`config.mk`:
```
export PLATFORM = sky130hd
export DESIGN_NAME = leaf_fpga_controller
export DESIGN_NICKNAME = d
export VERILOG_FILES = /design/src/rtl/leaf_fpga_controller.sv
export SDC_FILE = /design/constraint.sdc
export NUM_CORES = 1
export LEC_CHECK = 0
export CORE_UTILIZATION = 44
export DETAILED_ROUTE_END_ITERATION = 8
export GPL_TIMING_DRIVEN = 0
export MAX_ROUTING_LAYER = met4
export PLACE_DENSITY_LB_ADDON = 0.05
export SYNTH_ARGS = -nofsm -noshare
export SYNTH_HDL_FRONTEND = slang
export SYNTH_SLANG_ARGS = --single-unit
```
`constraint.sdc`:
```
create_clock -name clk -period 2.05 [get_ports clk]
set_input_delay 0.3075 -clock clk [delete_from_list [all_inputs] [get_ports clk]]
set_output_delay 0.3075 -clock clk [all_outputs]
set_load 0.05 [all_outputs]
```
`src/rtl/leaf_fpga_controller.sv`:
```
// leaf_fpga_controller: child-side endpoint of the root/child control-FIFO link.
// Accepts control messages addressed to FPGA_ID or broadcast, drives the local
// decoding array, times each decode and returns one HEADER_RESULT upstream per
// reported decode block.
// Optional feature macro: DECODE_TIMEOUT_EN (decode watchdog of TIMEOUT_CYCLES).
// Header codes mirror the shared parameters include of the root/child protocol.
module leaf_fpga_controller #(
    parameter logic [7:0]  FPGA_ID                 = 8'h01,
    parameter int          CTRL_FIFO_WIDTH         = 64,
    parameter int          ITERATION_COUNTER_WIDTH = 8,
    parameter int          MAXIMUM_DELAY           = 2,
    parameter logic [15:0] TIMEOUT_CYCLES          = 16'hFFFF
) (
    input  logic                       clk,
    input  logic                       reset,
    input  logic [CTRL_FIFO_WIDTH-1:0] data_from_parent,
    input  logic                       valid_from_parent,
    output logic                       ready_from_parent,
    output logic [CTRL_FIFO_WIDTH-1:0] data_to_parent,
    output logic                       valid_to_parent,
    input  logic                       ready_to_parent,
    output logic                       start_decoding,
    output logic [47:0]                boundary_data,
    output logic                       boundary_valid,
    input  logic                       decoder_busy,
    input  logic                       router_busy
);

    localparam logic [7:0] HEADER_RESET_CLOCK         = 8'h01;
    localparam logic [7:0] HEADER_SET_BOUNDARIES      = 8'h02;
    localparam logic [7:0] HEADER_INITIALIZE_DECODING = 8'h03;
    localparam logic [7:0] HEADER_DECODE_BLOCK        = 8'h04;
    localparam logic [7:0] HEADER_RESULT              = 8'h05;
    localparam logic [7:0] BROADCAST_ID               = 8'hFF;

    typedef enum logic [1:0] {IDLE, DECODE, SETTLE, REPORT} state_t;

    state_t state, next_state;

    logic [15:0]                        cycle_counter;
    logic [15:0]                        latency;
    logic [ITERATION_COUNTER_WIDTH-1:0] iteration_counter;
    logic [7:0]                         quiet_cnt;
    logic [1:0]                         startup_cnt;
    logic                               report_flag;
    logic                               timeout_flag;
    logic                               timeout_hit;
    logic                               msg_accept;
    logic                               converged;
    logic                               startup_done;

    wire [7:0]  msg_dest    = data_from_parent[63:56];
    wire [7:0]  msg_header  = data_from_parent[55:48];
    wire [47:0] msg_payload = data_from_parent[47:0];
    wire        addr_match  = (msg_dest == FPGA_ID) || (msg_dest == BROADCAST_ID);
    wire        any_busy    = decoder_busy || router_busy;

    // The pulse cycle plus two array-startup cycles never count as quiet.
    assign startup_done = (startup_cnt == 2'd3);

`ifdef DECODE_TIMEOUT_EN
    assign timeout_hit = (state == DECODE) && (latency == TIMEOUT_CYCLES);
`else
    assign timeout_hit = 1'b0;
    // Watchdog is compiled out; TIMEOUT_CYCLES is deliberately left unreferenced.
    logic unused_timeout;
    assign unused_timeout = ^TIMEOUT_CYCLES;
`endif

    // State register.
    always_ff @(posedge clk) begin
        if (reset) state <= IDLE;
        else       state <= next_state;
    end

    // Next-state logic, handshake qualification and convergence detection.
    always_comb begin
        // NOTE: every signal gets a default first so no path leaves it unassigned,
        // which would otherwise infer a latch.
        next_state        = state;
        ready_from_parent = (state == IDLE) && !reset;
        msg_accept        = ready_from_parent && valid_from_parent && addr_match;
        converged         = (state == DECODE) && startup_done && !any_busy &&
                            ((quiet_cnt + 8'd1) == 8'(MAXIMUM_DELAY));
        case (state)
            IDLE:    if (msg_accept && msg_header == HEADER_DECODE_BLOCK) next_state = DECODE;
            DECODE:  if (timeout_hit || converged) next_state = SETTLE;
            SETTLE:  next_state = report_flag ? REPORT : IDLE;
            REPORT:  if (ready_to_parent) next_state = IDLE;
            default: next_state = IDLE;
        endcase
    end

    // Message handling, decode timing counters and upstream result register.
    always_ff @(posedge clk) begin
        // NOTE: sequential state uses non-blocking assignments so every register
        // samples pre-edge values regardless of statement order.
        if (reset) begin
            cycle_counter     <= '0;
            latency           <= '0;
            iteration_counter <= '0;
            quiet_cnt         <= '0;
            startup_cnt       <= '0;
            report_flag       <= 1'b0;
            timeout_flag      <= 1'b0;
            start_decoding    <= 1'b0;
            boundary_valid    <= 1'b0;
            boundary_data     <= '0;
            valid_to_parent   <= 1'b0;
            data_to_parent    <= '0;
        end else begin
            start_decoding <= 1'b0;
            boundary_valid <= 1'b0;
            cycle_counter  <= cycle_counter + 16'd1;

            if (msg_accept) begin
                case (msg_header)
                    HEADER_RESET_CLOCK: cycle_counter <= '0;
                    HEADER_SET_BOUNDARIES: begin
                        boundary_data  <= msg_payload;
                        boundary_valid <= 1'b1;
                    end
                    HEADER_INITIALIZE_DECODING: iteration_counter <= '0;
                    HEADER_DECODE_BLOCK: begin
                        report_flag    <= data_from_parent[2];
                        start_decoding <= 1'b1;
                        latency        <= '0;
                        quiet_cnt      <= '0;
                        startup_cnt    <= '0;
                        timeout_flag   <= 1'b0;
                    end
                    default: ;
                endcase
            end

            if (state == DECODE) begin
                if (timeout_hit) timeout_flag <= 1'b1;
                else             latency      <= latency + 16'd1;
                if (iteration_counter != '1)
                    iteration_counter <= iteration_counter + ITERATION_COUNTER_WIDTH'(1);
                if (!startup_done) startup_cnt <= startup_cnt + 2'd1;
                if (!startup_done || any_busy) quiet_cnt <= '0;
                else                           quiet_cnt <= quiet_cnt + 8'd1;
            end

            if (state == SETTLE && report_flag) begin
                data_to_parent  <= {8'h00, HEADER_RESULT, FPGA_ID, 8'(iteration_counter),
                                    15'd0, timeout_flag, latency};
                valid_to_parent <= 1'b1;
            end

            if (state == REPORT && ready_to_parent) valid_to_parent <= 1'b0;
        end
    end

endmodule

```
Yosys cells after proc, flatten, opt, wreduce, memory -nomap -nowiden

Cells that the tools add are included.

Flip-flop bits (word level): 113
Latch bits: 0
Bits in writable memories: 0
ROM bits: 0
Input port bits: 70
Output and inout port bits: 116
Word-level logic and storage cells: 76
Memories: 0

Add/sub/neg operators: 4
Multiply operators: 0
Div/mod/pow operators: 0
$lt $le $gt $ge: 0
Equality and inequality tests: 14
Shift-type cells: 0
Mux-type cells: 22
Bitwise operators: 1
Reductions and logical operators: 24

Operator list:

| operator                                                              | count |
|---|---|
| 8-bit two-way mux                                                     | 8 |
| 16-bit two-way mux                                                    | 3 |
| 8-bit by 2-bit equality test with 1-bit output, second input constant | 3 |
| 16-bit by 1-bit adder with 16-bit output, second input constant       | 1 |
| 8-bit by 1-bit adder with 8-bit output, second input constant         | 2 |
| 2-bit two-way mux                                                     | 8 |
| 1-bit logical AND                                                     | 9 |
| 8-bit by 1-bit equality test with 1-bit output, second input constant | 1 |
| 8-bit by 3-bit equality test with 1-bit output, second input constant | 1 |
| 8-bit equality test, second input constant                            | 1 |
| 8-bit != test, second input constant                                  | 1 |
| 2-bit case mux with 4 select lines                                    | 1 |
| 2-bit equality test, second input constant                            | 3 |
| 2-bit AND reduction                                                   | 3 |
| 2-bit != test, second input constant                                  | 2 |
| 2-bit nonzero test                                                    | 2 |
| 2-bit OR reduction                                                    | 2 |
| 1-bit logical NOT                                                     | 3 |
| 1-bit logical OR                                                      | 3 |
| 3-bit AND reduction                                                   | 1 |
| 2-bit by 1-bit adder with 2-bit output, second input constant         | 1 |
| 2-bit by 1-bit equality test with 1-bit output, second input constant | 1 |
| 2-bit logical NOT                                                     | 1 |
| 1-bit two-way mux                                                     | 2 |
| other kinds (2)                                                       | 2 |

Longest topological paths before layout

Gate-level depths: netlist of the first run.

Depth in word-level cells: 7
Mapped depth: 8
Gate-level depth less buffers: 6

Worst setup path before layout of the first run

OpenSTA, ideal clock, no wires.

Path type: register to register
Start: register state[0]
End: register iteration_counter[7]
Library setup time: 0.122 ns
Arrival: 2.143 ns
Data required time: 1.928 ns
Setup slack: -0.215 ns
Stages on the path, launching flop included: 8
Buffers on the path: 2
Period minus slack after synthesis: 2.265 ns
Cell sequence: dfxtp_1 > buf_6 > nor3_4 > nand3_2 > a2111o_1 > and2_4 > buf_6 > a221o_1

Longest elaborated chain between the ends: 7
Elaborated cells on any way between the ends: 8
Those cells by class: eq/ne: 1; mux: 3; reduce/logical: 4

Ends and longest elaborated chain:

| what                              | line | RTL |
|---|---|---|
| from (decl)                       | 38   | `state_t state, next_state;` |
| from (signal assigned)            | 73   | `else state <= next_state;` |
| 2-bit logical NOT *               | 81   | `ready_from_parent = (state == IDLE) && !reset;` |
| 1-bit logical AND *               | 81   |  |
| net ready_from_parent             | 18   | `output logic ready_from_parent,` |
| 1-bit logical AND * (2 in series) | 82   | `msg_accept = ready_from_parent && valid_from_parent && addr_match;` |
| 8-bit two-way mux *               | 116  | `if (msg_accept) begin` |
| 8-bit two-way mux                 | 139  | `if (iteration_counter != '1)` |
| 8-bit two-way mux *               | 136  | `if (state == DECODE) begin` |
| to (signal assigned)              | 140  | `iteration_counter <= iteration_counter + ITERATION_COUNTER_WIDTH'(1);` |
| to (decl)                         | 42   | `logic [ITERATION_COUNTER_WIDTH-1:0] iteration_counter;` |

Mark *: on every way through the listed nets, which the timed path passes. The rest lies on a longest branch.
A chain may end at the register's enable or synchronous reset.

Worst setup path in the final report of the first run

Start: input port reset
End: output port ready_from_parent

Longest elaborated chain between the ends: 2

Ends and longest elaborated chain:

| what              | line | RTL |
|---|---|---|
| from (decl)       | 15   | `input logic reset,` |
| 1-bit logical NOT | 81   |  |
| 1-bit logical AND | 81   |  |
| to (decl)         | 18   |  |

No other way between the ends.

==> run summary, run 1 <==
Initial antenna violation count -> 0
Crit end category -> output pin
Inserted Clock Buffers -> 17
Critical path, cell by cell -> clkdlybuf4s50_1 -> nor3_4 -> dlygate4sd2_1
Pre-CTS WS -> -0.528 ns
Unique masters post-synth -> 59
Layout Nets -> 889
RSZ-0062 raised after global routing -> no
Layout cells sized above 1 -> 0.130
DR WL/cell -> 14.0 um
All-layer global routing usage -> 0.245
Slowest stage delay, CP -> 0.61 ns
Top cells by area, synth -> dfxtp_1 46%, nand2_1 13%, a21oi_1 9.2%
Number of routed nets with antenna violations -> 0
Post-synth top area cell -> dfxtp_1
Routability cong. -> 0.788
DIE AREA -> 11,700 sq um
Setup Skew -> 0.00604 ns
Cell area after synthesis -> 4960 sq um
Port Buffers -> 148
CP top delay family -> buffers and inverters
Sequential share of the synthesized area -> 0.456
Worst-path clk slew -> 0.05 ns
Clock latency on the worst-skew pair -> 0.41 ns
Total power -> 5.64 mW
CP arrival -> 1.68 ns
Overflow after GRT -> 0
Number of global-route vias before repair -> 4,601
FMAX -> 502 MHz
Fillers -> 933
Cells after Synth -> 607
Kind of critical path -> in2out
Most frequent cell after synthesis -> nand2_1
Final WL -> 13.5 mm
Cell Rows -> 38
Fin Setup TNS -> 0 ns
Worst path bufs/invs -> 2
Post-synth top area share -> 0.456
Worst Hold Class -> reg2reg
Final Cell Area -> 7460 sq um
Main combinational cell family by area after synthesis -> simple AND/OR/NAND/NOR gates
Avg Cell Area, Syn -> 8.17 sq um
Final slew viol count -> 0
PD cells -> 756 nW/um^2
Least-Margin Pin Slew -> 0.722 ns
# clock sinks -> 113
Via count -> 4,857
Die Height -> 108 um
Post-synthesis adder-cell area fraction -> 0.0126
DRC viols -> 0
Status -> complete, no violations
Root buf cell -> clkbuf_16
TritonCTS clock tree -> yes
Crit path required time -> 1.74 ns
Synth async-reset ratio -> 0
# Max-Cap Violations -> 0
Top-level port count -> 186
First drt pass iteration count -> 5
Crit start category -> input port
Main flop type after synthesis -> dfxtp_1
Die width -> 108 um
Slowest CP cell -> dlygate4sd2_1
Post-synthesis xor/xnor area fraction -> 0.00883
Compound-Gate Fraction of Synth Area -> 0.180
First-pass GRT wire length -> 21.3 mm
H-tree levels -> 4
Initial core utilization -> 0.454
Routed vias/inst -> 5.03
Mux cell area share after synthesis -> 0.00858
Synth top cells by count -> 170 x nand2_1, 113 x dfxtp_1, 91 x a21oi_1
Synth warn -> 0
Flop and latch count out of synthesis -> 113
Post-synth EDFFs -> 0
Largest net degree at the start of global routing -> 17
Worst vdd ir -> 0.554 mV
Worst setup margin -> 0.0599 ns
Crit-path max FO -> 4
CTS max path bufs -> 2
Leak -> 2.84 nW
Simple-gate portion of the synthesized area -> 0.240
Core area -> 10,900 sq um
Slew HR -> 0.517
Post-DP Area -> 6760 sq um
N_diodes -> 0
Fin crit period -> 1.99 ns
Area growth from synthesis to layout -> 50.3%
Post-DP HPWL -> 9.84 mm
Starting DRT DRC Count -> 239
Final Hold Vio Count -> 0
Finished Core Util -> 0.682
Setup-failing EPs final -> 0
Crit share post-route -> 0.971
==> where the power goes <==
part | internal (mW) | total, mW | leakage [nW] | switching, mW
logic | 0.181 | 0.423 | 1.63 | 0.241
registers | 2.20 | 2.20 | 0.910 | 0.0000256
clock network | 2.05 | 3.01 | 0.299 | 0.960
==> cell type report <==
cell class                      count  area (sq um)  share of cell area
Multi-Input combinational cell    451          2390               0.321
Sequential cell                   113          2260               0.304
Timing Repair Buffer              152          1520               0.204
Clock buffer                       25           505              0.0678
Buffer                             74           479              0.0643
Tap cell                          140           175              0.0235
Clock inverter                      5           100              0.0134
Inverter                            5          18.8             0.00252
==> cells by family (layout without fill, tap and decap cells) <==
kind of cell / Yosys count / in the layout
AOI/OAI and AO/OA: 142 / 142
xor gates and xnor gates: 5 / 5
adders and majority gates: 5 / 5
buffers and inverters: 79 / 261
DFF: 113 / 113
muxes: 4 / 4
other: 1 / 37
and+or+nand+nor: 258 / 258
==> sequential cells by signal (all words and copies together) (netlist names) <==
name and flops:
valid_to_parent 1, startup_cnt 2, boundary_valid 1, start_decoding 1, boundary_data 48, quiet_cnt 8, iteration_counter 8, state 2
report_flag 1, data_to_parent 25, latency 16
==> routing by layer <==
layer | track usage | routed length (um) | up-vias
met5 | - | 0 | -
met4 | 0.114 | 349 | 0
met3 | 0.0790 | 966 | 26
met2 | 0.400 | 6680 | 173
met1 | 0.270 | 5540 | 2236
li1 | - | - | 2422
==> path summary, 6_finish.rpt <==
check	start	endpoint	slack, ns	cells after the start
hold / removal	boundary_data[12]	boundary_data[12]	0.45	2
hold reg to reg	boundary_data[12]	boundary_data[12]	0.45	2
setup / recovery	reset	ready_from_parent	0.06	3
setup reg to reg	state[0]	iteration_counter[5]	0.15	6
==> timing repair <==
item,4_1_cts,5_1_grt
hold buffers,0,0
setup buffers,2,2
pin swaps,2,2
gates resized for setup,17,12
endpoints found under the setup margin,72,42
==> tightest hold or removal path: cells and delay by family (launching register included) <==
kind | cells | cell delay [ns]
DFF | 1 | 0.30
and+or+nand+nor | 1 | 0.05
AOI/OAI and AO/OA | 1 | 0.05
==> cell usage in the layout (no fill, tap or decap), drive strengths merged, types with 2 or more instances in the layout <==
cell type	instances
a31oi	3
a211o	4
and2	5
a21o	5
nor2	20
mux2	2
nand4	6
and3	11
and4	4
xnor2	5
o41ai	2
bufinv	3
nand3	12
conb	37
a22o	5
a21oi	91
o21ai	3
o21a	3
nand2	171
buf	52
mux2i	2
nand3b	2
clkbuf	51
clkinv	2
or2	3
nor3	9
a211oi	5
o211ai	5
ha	5
a311oi	7
clkdlybuf4s50	143
or3	4
nor4	4
inv	5
nand2b	2
nor3b	2
dfxtp	113
dlymetal6s2s	4
==> metrics by stage <==
step,instances,hold WS [ns]
floorplan,643,0.440
global placement,931,0.438
detailed placement,931,0.445
CTS,963,0.443
global route,965,0.442
finish,965,0.448
No activity file was read; power rests on OpenSTA's default activity.
==> run 2: changes to the inputs <==
--- a/config.mk
+++ b/config.mk
@@ -5,7 +5,8 @@
 export SDC_FILE = /design/constraint.sdc
 export NUM_CORES = 1
 export LEC_CHECK = 0
-export CORE_UTILIZATION = 44
+export ABC_AREA = 1
+export CORE_UTILIZATION = 46
 export DETAILED_ROUTE_END_ITERATION = 8
 export GPL_TIMING_DRIVEN = 0
 export MAX_ROUTING_LAYER = met4
==> run 2 against run 1 <==
Against the previous run:
- the flow now finishes with violations (DRC)
- critical path depth grew 2
- sequential share of layout area shrank 2.1 points
- design area grew 7.5%
- largest cell class unchanged
==> run summary, run 2 <==
Status -> finished, violations left
Failing checks -> DRC
H-tree levels -> 4 (unchanged)
Core area -> 11,600 sq um (+6.2%)
Cells after Synth -> 825 (+36%)
Root buf cell -> clkbuf_16
Die Height -> 112 um (+3.4%)
Multi-input logic area -> 2420 sq um (+1.2%)
Kind of critical path -> in2out
Worst vdd ir -> 0.563 mV (+1.5%)
Port Buffers -> 148 (unchanged)
Crit start category -> input port
Via count -> 5,498 (+13%)
RSZ-0062 raised after global routing -> no
Largest net degree at the start of global routing -> 17 (unchanged)
N_diodes -> 0 (unchanged)
Slowest CP cell -> clkdlybuf4s50_1
Top reg by flops -> boundary_data
Cell Rows -> 39 (+2.6%)
First drt pass iteration count -> 7 (+2)
Total power -> 6.11 mW (+8.4%)
Layout cells sized above 1 -> 0.0893 (-0.0404)
Routability cong. -> 0.912 (+16%)
First-pass GRT wire length -> 24.2 mm (+13%)
Crit share post-route -> 0.963 (-0.00767)
CP top delay family -> buffers and inverters
All-layer global routing usage -> 0.252 (+0.00686)
Routed vias/inst -> 4.64 (-7.7%)
Number of routed nets with antenna violations -> 0 (unchanged)
Fillers -> 1,008 (+8.0%)
FF+latch area -> 2260 sq um (about the same)
Main combinational cell family by area after synthesis -> simple AND/OR/NAND/NOR gates
Max reg flops -> 48 (unchanged)
Worst-path clk slew -> 0.05 ns (about the same)
Commonest non-fill, non-tap cell in the layout -> clkdlybuf4s50_1
Worst path bufs/invs -> 4 (+2)
Flop and latch count out of synthesis -> 113 (unchanged)
Worst setup margin -> 0.0757 ns (+0.0157 ns)
Setup Skew -> 0.00911 ns (+0.00308 ns)
Finished Core Util -> 0.690 (+0.00812)
Initial antenna violation count -> 0 (unchanged)
Cell area after synthesis -> 5560 sq um (+12%)
# clock sinks -> 113 (unchanged)
Commonest non-fill, non-tap cells in the layout -> 147 x clkdlybuf4s50_1, 143 x inv_1, 143 x nand2_1
Pre-CTS WS -> -0.356 ns (+0.172 ns)
Number of global-route vias before repair -> 4,985 (+8.3%)
Synth warn -> 0 (unchanged)
Post-synthesis xor/xnor area fraction -> 0.00158 (-0.00725)
Fin crit period -> 1.97 ns (-0.0157 ns)
Unique masters post-synth -> 33 (-44%)
FMAX -> 507 MHz (+0.80%)
TritonCTS clock tree -> yes
Die width -> 112 um (+3.4%)
Avg Cell Area, Syn -> 6.74 sq um (-18%)
Overflow after GRT -> 0 (unchanged)
Crit-path max FO -> 9 (+5)
Top-level port count -> 186 (unchanged)
Critical path, cell by cell -> clkdlybuf4s50_1 -> inv_2 -> nand2_2 -> inv_1 -> clkdlybuf4s15_2
# Max-Cap Violations -> 0 (unchanged)
Final slew viol count -> 0 (unchanged)
PD cells -> 763 nW/um^2 (+0.89%)
Inserted Clock Buffers -> 17 (unchanged)
DRC viols -> 19 (+19)
Crit end category -> output pin
DR WL/cell -> 12.6 um (-10%)
Least-Margin Pin Slew -> 0.563 ns (-0.159 ns)
Final Hold Vio Count -> 0 (unchanged)
Post-synthesis adder-cell area fraction -> 0.0113 (-0.00135)
Synth async-reset ratio -> 0 (unchanged)
CTS max path bufs -> 2 (unchanged)
Simple-gate portion of the synthesized area -> 0.259 (+0.0188)
CP arrival -> 1.67 ns (about the same)
Crit path required time -> 1.74 ns (about the same)
Main flop type after synthesis -> dfxtp_1
Slew HR -> 0.623 (+0.106)
Worst Hold Class -> reg2reg
Post-synth top area share -> 0.407 (-0.0489)
Post-synth EDFFs -> 0 (unchanged)
Setup-failing EPs final -> 0 (unchanged)
Sequential share of the synthesized area -> 0.407 (-0.0489)
Final WL -> 14.9 mm (+10%)
Compound-Gate Fraction of Synth Area -> 0.139 (-0.0404)
DIE AREA -> 12,500 sq um (+7.0%)
Synth top cells by count -> 143 x inv_1, 143 x nand2_1, 115 x nor2_1
Hold_ws -> 0.465 ns (+0.0171 ns)
Top cells by area, synth -> dfxtp_1 41%, inv_1 9.7%, nand2_1 9.7%
Largest registers -> boundary_data: 48 flops, data_to_parent: 25 flops, latency: 16 flops
Starting DRT DRC Count -> 408 (+71%)
Post-synth top area cell -> dfxtp_1
Post-DP HPWL -> 10.6 mm (+7.6%)
Leak -> 3.41 nW (+20%)
Initial core utilization -> 0.478 (+0.0248)
Clock latency on the worst-skew pair -> 0.41 ns (about the same)
Layout Nets -> 1,103 (+24%)
Area growth from synthesis to layout -> 44.2%
Slowest stage delay, CP -> 0.54 ns (-0.07 ns)
Mux cell area share after synthesis -> 0 (-0.00858)
[run 2: changes by cell type in the layout (fill, tap and decap cells not counted), moves of 5 or more]
cell,change
inv_1,+139
nor2_1,+95
o21ai_0,+85
nand3_1,+36
a21oi_1,-35
nand2_1,-27
and3_1,-10
a311oi_1,-7
buf_4,-6
a211oi_1,-5
buf_2,+5
[run 2: logic make-up after synthesis]
logic type | count (synthesis)
xor gates and xnor gates | 1
AOI/OAI and AO/OA | 151
buffers and inverters | 217
and+or+nand+nor | 337
DFF | 113
other | 1
adders and majority gates | 5
[run 2: through the flow]
step                      instance area (sq um)  setup TNS, ns  cells
after detailed placement                   7350          -9.43   1152
after global placement                     7350          -8.51   1152
after global routing                       8010              0   1184
final                                      8010              0   1184
after CTS                                  8010              0   1184
after floorplan                            5690              0    861
[run 2: metal layers]
metal  global-route usage  vias to the layer above  share of wire
met5                    -                        -              0
met4               0.0991                        0          0.018
met1                0.295                     2403           0.44
met3               0.0566                       23          0.066
met2                0.417                      170           0.48
li1                     -                     2902              -
[run 2: final timing paths]
check        cells after the start   startpoint  slack [ns]           endpoint
max                              5        reset        0.08  ready_from_parent
min                              2  report_flag        0.47        report_flag
max reg2reg                      8   latency[0]        0.20        latency[12]
min reg2reg                      2  report_flag        0.47        report_flag
[run 2: cell type report]
type,count,area share
clock buffer,21,0.0562
multi-input combinational,531,0.302
tap,143,0.0223
timing repair buffer,148,0.185
clock inverter,11,0.0261
sequential,113,0.282
inverter,145,0.0679
buffer,72,0.0578
[run 2: worst register-to-register path: cells and delay by family, from the launching register on]
family,cells,cell delay [ns]
and+or+nand+nor,5,0.85
DFF,1,0.44
AOI/OAI and AO/OA,2,0.24
adders and majority gates,1,0.23
[run 2: what timing repair did]
item,in CTS,in global routing
hold buffers,0,0
endpoints found under the setup margin,1,6
gates resized for setup,3,2
pin swaps,0,0
buffers inserted,0,0
[run 2: where the power goes]
part | total, mW | leakage [nW] | internal, mW | switching, mW
clock | 3.31 | 0.325 | 2.30 | 1.01
combinational | 0.567 | 2.18 | 0.226 | 0.341
sequential | 2.23 | 0.910 | 2.21 | 0.0179
==> run 3: changes to the inputs <==
--- a/config.mk
+++ b/config.mk
@@ -8,8 +8,8 @@
 export ABC_AREA = 1
 export CORE_UTILIZATION = 46
 export DETAILED_ROUTE_END_ITERATION = 8
+export GPL_ROUTABILITY_DRIVEN = 0
 export GPL_TIMING_DRIVEN = 0
-export MAX_ROUTING_LAYER = met4
 export PLACE_DENSITY_LB_ADDON = 0.05
 export SYNTH_ARGS = -nofsm -noshare
 export SYNTH_HDL_FRONTEND = slang
==> run 3 against run 2 <==
Against the previous run:
- sequential power about the same
- critical endpoint is now data_to_parent[48]
- setup slack improved by 0.0010 ns
- hold slack about the same
- the run still ends with DRC left
- first-iteration DRC count is 11% lower
- largest power group unchanged
- largest cell class unchanged
==> run summary, run 3 (same netlist as run 2, synthesis figures left out) <==
WL met2 -> 7.09 mm (about the same)
FF-to-FF Start -> latency[0]
Setup Skew -> 0.00855 ns (-0.000563 ns)
Worst r2r dst -> latency[12]
Clock latency on the worst-skew pair -> 0.41 ns (about the same)
Routed vias/inst -> 4.65 (+0.20%)
Largest registers -> boundary_data: 48 flops, data_to_parent: 25 flops, latency: 16 flops
Commonest non-fill, non-tap cells in the layout -> 147 x clkdlybuf4s50_1, 143 x inv_1, 143 x nand2_1
Critical path, cell by cell -> buf_4 -> clkdlybuf4s50_1
Top reg by flops -> boundary_data
Post-Layout Cell Count -> 1,184 (unchanged)
FMAX -> 507 MHz (about the same)
WL met1 -> 6.53 mm (+0.11%)
CTS max path bufs -> 2 (unchanged)
Commonest non-fill, non-tap cell in the layout -> clkdlybuf4s50_1
First-pass GRT wire length -> 24.2 mm (unchanged)
DIE AREA -> 12,500 sq um (unchanged)
All-layer global routing usage -> 0.244 (-0.00785)
Largest net degree at the start of global routing -> 17 (unchanged)
Starting DRT DRC Count -> 365 (-11%)
Worst Hold Class -> reg2reg
Die Height -> 112 um (unchanged)
Max reg flops -> 48 (unchanged)
First drt pass iteration count -> 7 (unchanged)
PD cells -> 762 nW/um^2 (about the same)
DR WL/cell -> 12.6 um (-0.16%)
Hold_buf cts -> 0 (unchanged)
Worst r2r path cells -> 8 (unchanged)
Crit-path max FO -> 4 (-5)
RSZ-0062 raised after global routing -> no
Overflow after GRT -> 0 (unchanged)
Final WL -> 14.9 mm (-0.16%)
Crit end category -> output pin
Layout Nets -> 1,103 (unchanged)
Slowest stage delay, CP -> 0.78 ns (+0.24 ns)
Slowest CP cell -> clkdlybuf4s50_1
H-tree levels -> 4 (unchanged)
Post-DP HPWL -> 10.6 mm (unchanged)
Placed cell count -> 1,152 (unchanged)
Crit path from -> data_to_parent[40]
Leak -> 3.41 nW (unchanged)
Worst Min Path Start -> report_flag
Core area -> 11,600 sq um (unchanged)
Area growth from synthesis to layout -> 44.2% (unchanged)
Crit path required time -> 1.74 ns (about the same)
Cell Rows -> 39 (unchanged)
CP top delay family -> buffers and inverters
DRC viols -> 19 (unchanged)
Number of global-route vias before repair -> 4,981 (-0.080%)
Top-level port count -> 186 (unchanged)
Fin crit period -> 1.97 ns (-0.000999 ns)
Initial core utilization -> 0.478 (unchanged)
Port Buffers -> 148 (unchanged)
N_diodes -> 0 (unchanged)
Root buf cell -> clkbuf_16
Slew HR -> 0.623 (about the same)
Die width -> 112 um (unchanged)
Final slew viol count -> 0 (unchanged)
Worst vdd ir -> 0.563 mV (about the same)
Worst-path clk slew -> 0.05 ns (about the same)
Met3 routed WL -> 978 um (-1.1%)
Setup-failing EPs final -> 0 (unchanged)
Status -> finished, violations left
CP arrival -> 1.67 ns (about the same)
Final Hold Vio Count -> 0 (unchanged)
Inserted Clock Buffers -> 17 (unchanged)
Top Metal Used -> met4
Crit start category -> flop
# Max-Cap Violations -> 0 (unchanged)
Hold_ws -> 0.465 ns (-0.0000350 ns)
# clock sinks -> 113 (unchanged)
Kind of critical path -> reg2out
Number of routed nets with antenna violations -> 0 (unchanged)
Crit share post-route -> 0.963 (about the same)
Least-Margin Pin Slew -> 0.563 ns (+0.000103 ns)
CP Depth -> 2 (-3)
Initial antenna violation count -> 0 (unchanged)
Fillers -> 1,008 (unchanged)
Worst setup path end -> data_to_parent[48]
Via count -> 5,509 (+0.20%)
Failing checks -> DRC
Layout cells sized above 1 -> 0.0893 (unchanged)
TritonCTS clock tree -> yes
R2R Setup Slk -> 0.18 ns (-0.02 ns)
Worst path bufs/invs -> 2 (-2)
run 3: cell counts in the layout (fill, tap and decap cells not counted):
Identical to the previous run, type by type.
run 3: per-layer routing:
metal,up-vias,GRT usage
met4,0,0.0883
li1,2901,-
met5,-,0
met3,21,0.0615
met2,163,0.417
met1,2424,0.295
run 3: how the worst min path moves through the flow:
| stage | depth (start not counted) | to | slack [ns] |
|---|---|---|---|
| 2_1_floorplan | 1 | boundary_valid | 0.39 |
| 3_3_place_gp | 2 | report_flag | 0.45 |
| 3_5_place_dp | 2 | report_flag | 0.46 |
| 4_1_cts | 2 | report_flag | 0.47 |
| 5_1_grt | 2 | report_flag | 0.49 |
| 6_report | 2 | report_flag | 0.47 |
run 3: stage by stage:
stage	setup WS, ns	setup TNS, ns	power [mW]	instance area, sq um	utilization
final	0.0767	0	6.11	8010	0.690
after global routing	0.0172	0	6.31	8010	0.690
after CTS	0.0489	0	6.14	8010	0.690
after detailed placement	-0.356	-9.43	2.83	7350	0.633
after global placement	-0.348	-8.51	2.83	7350	0.633
after floorplan	0.535	0	2.64	5690	-
run 3: cell type report:
class / count / area [sq um] / area share
buffer: 72 / 463 / 0.0578
clock buffer: 21 / 450 / 0.0562
clock inverter: 11 / 209 / 0.0261
inverter: 145 / 544 / 0.0679
multi-input combinational: 531 / 2420 / 0.302
sequential: 113 / 2260 / 0.282
tap: 143 / 179 / 0.0223
timing repair buffer: 148 / 1480 / 0.185
run 3: repair_timing:
action	in CTS	in global routing
setup buffers	0	0
gates resized for setup	3	2
endpoints found under the setup margin	1	6
run 3: where the power goes:
group	total (mW)	switching [mW]	internal, mW
sequential	2.23	0.0181	2.21
combinational	0.567	0.341	0.226
clock	3.31	1.01	2.30
total	6.11	1.37	4.74
run 3: worst reg2reg max path: cells and delay by family (launching register included):
| family | cells | cell delay [ns] |
|---|---|---|
| flops | 1 | 0.44 |
| fa+ha+maj | 1 | 0.23 |
| simple gates | 5 | 0.83 |
| compound gates | 2 | 0.24 |
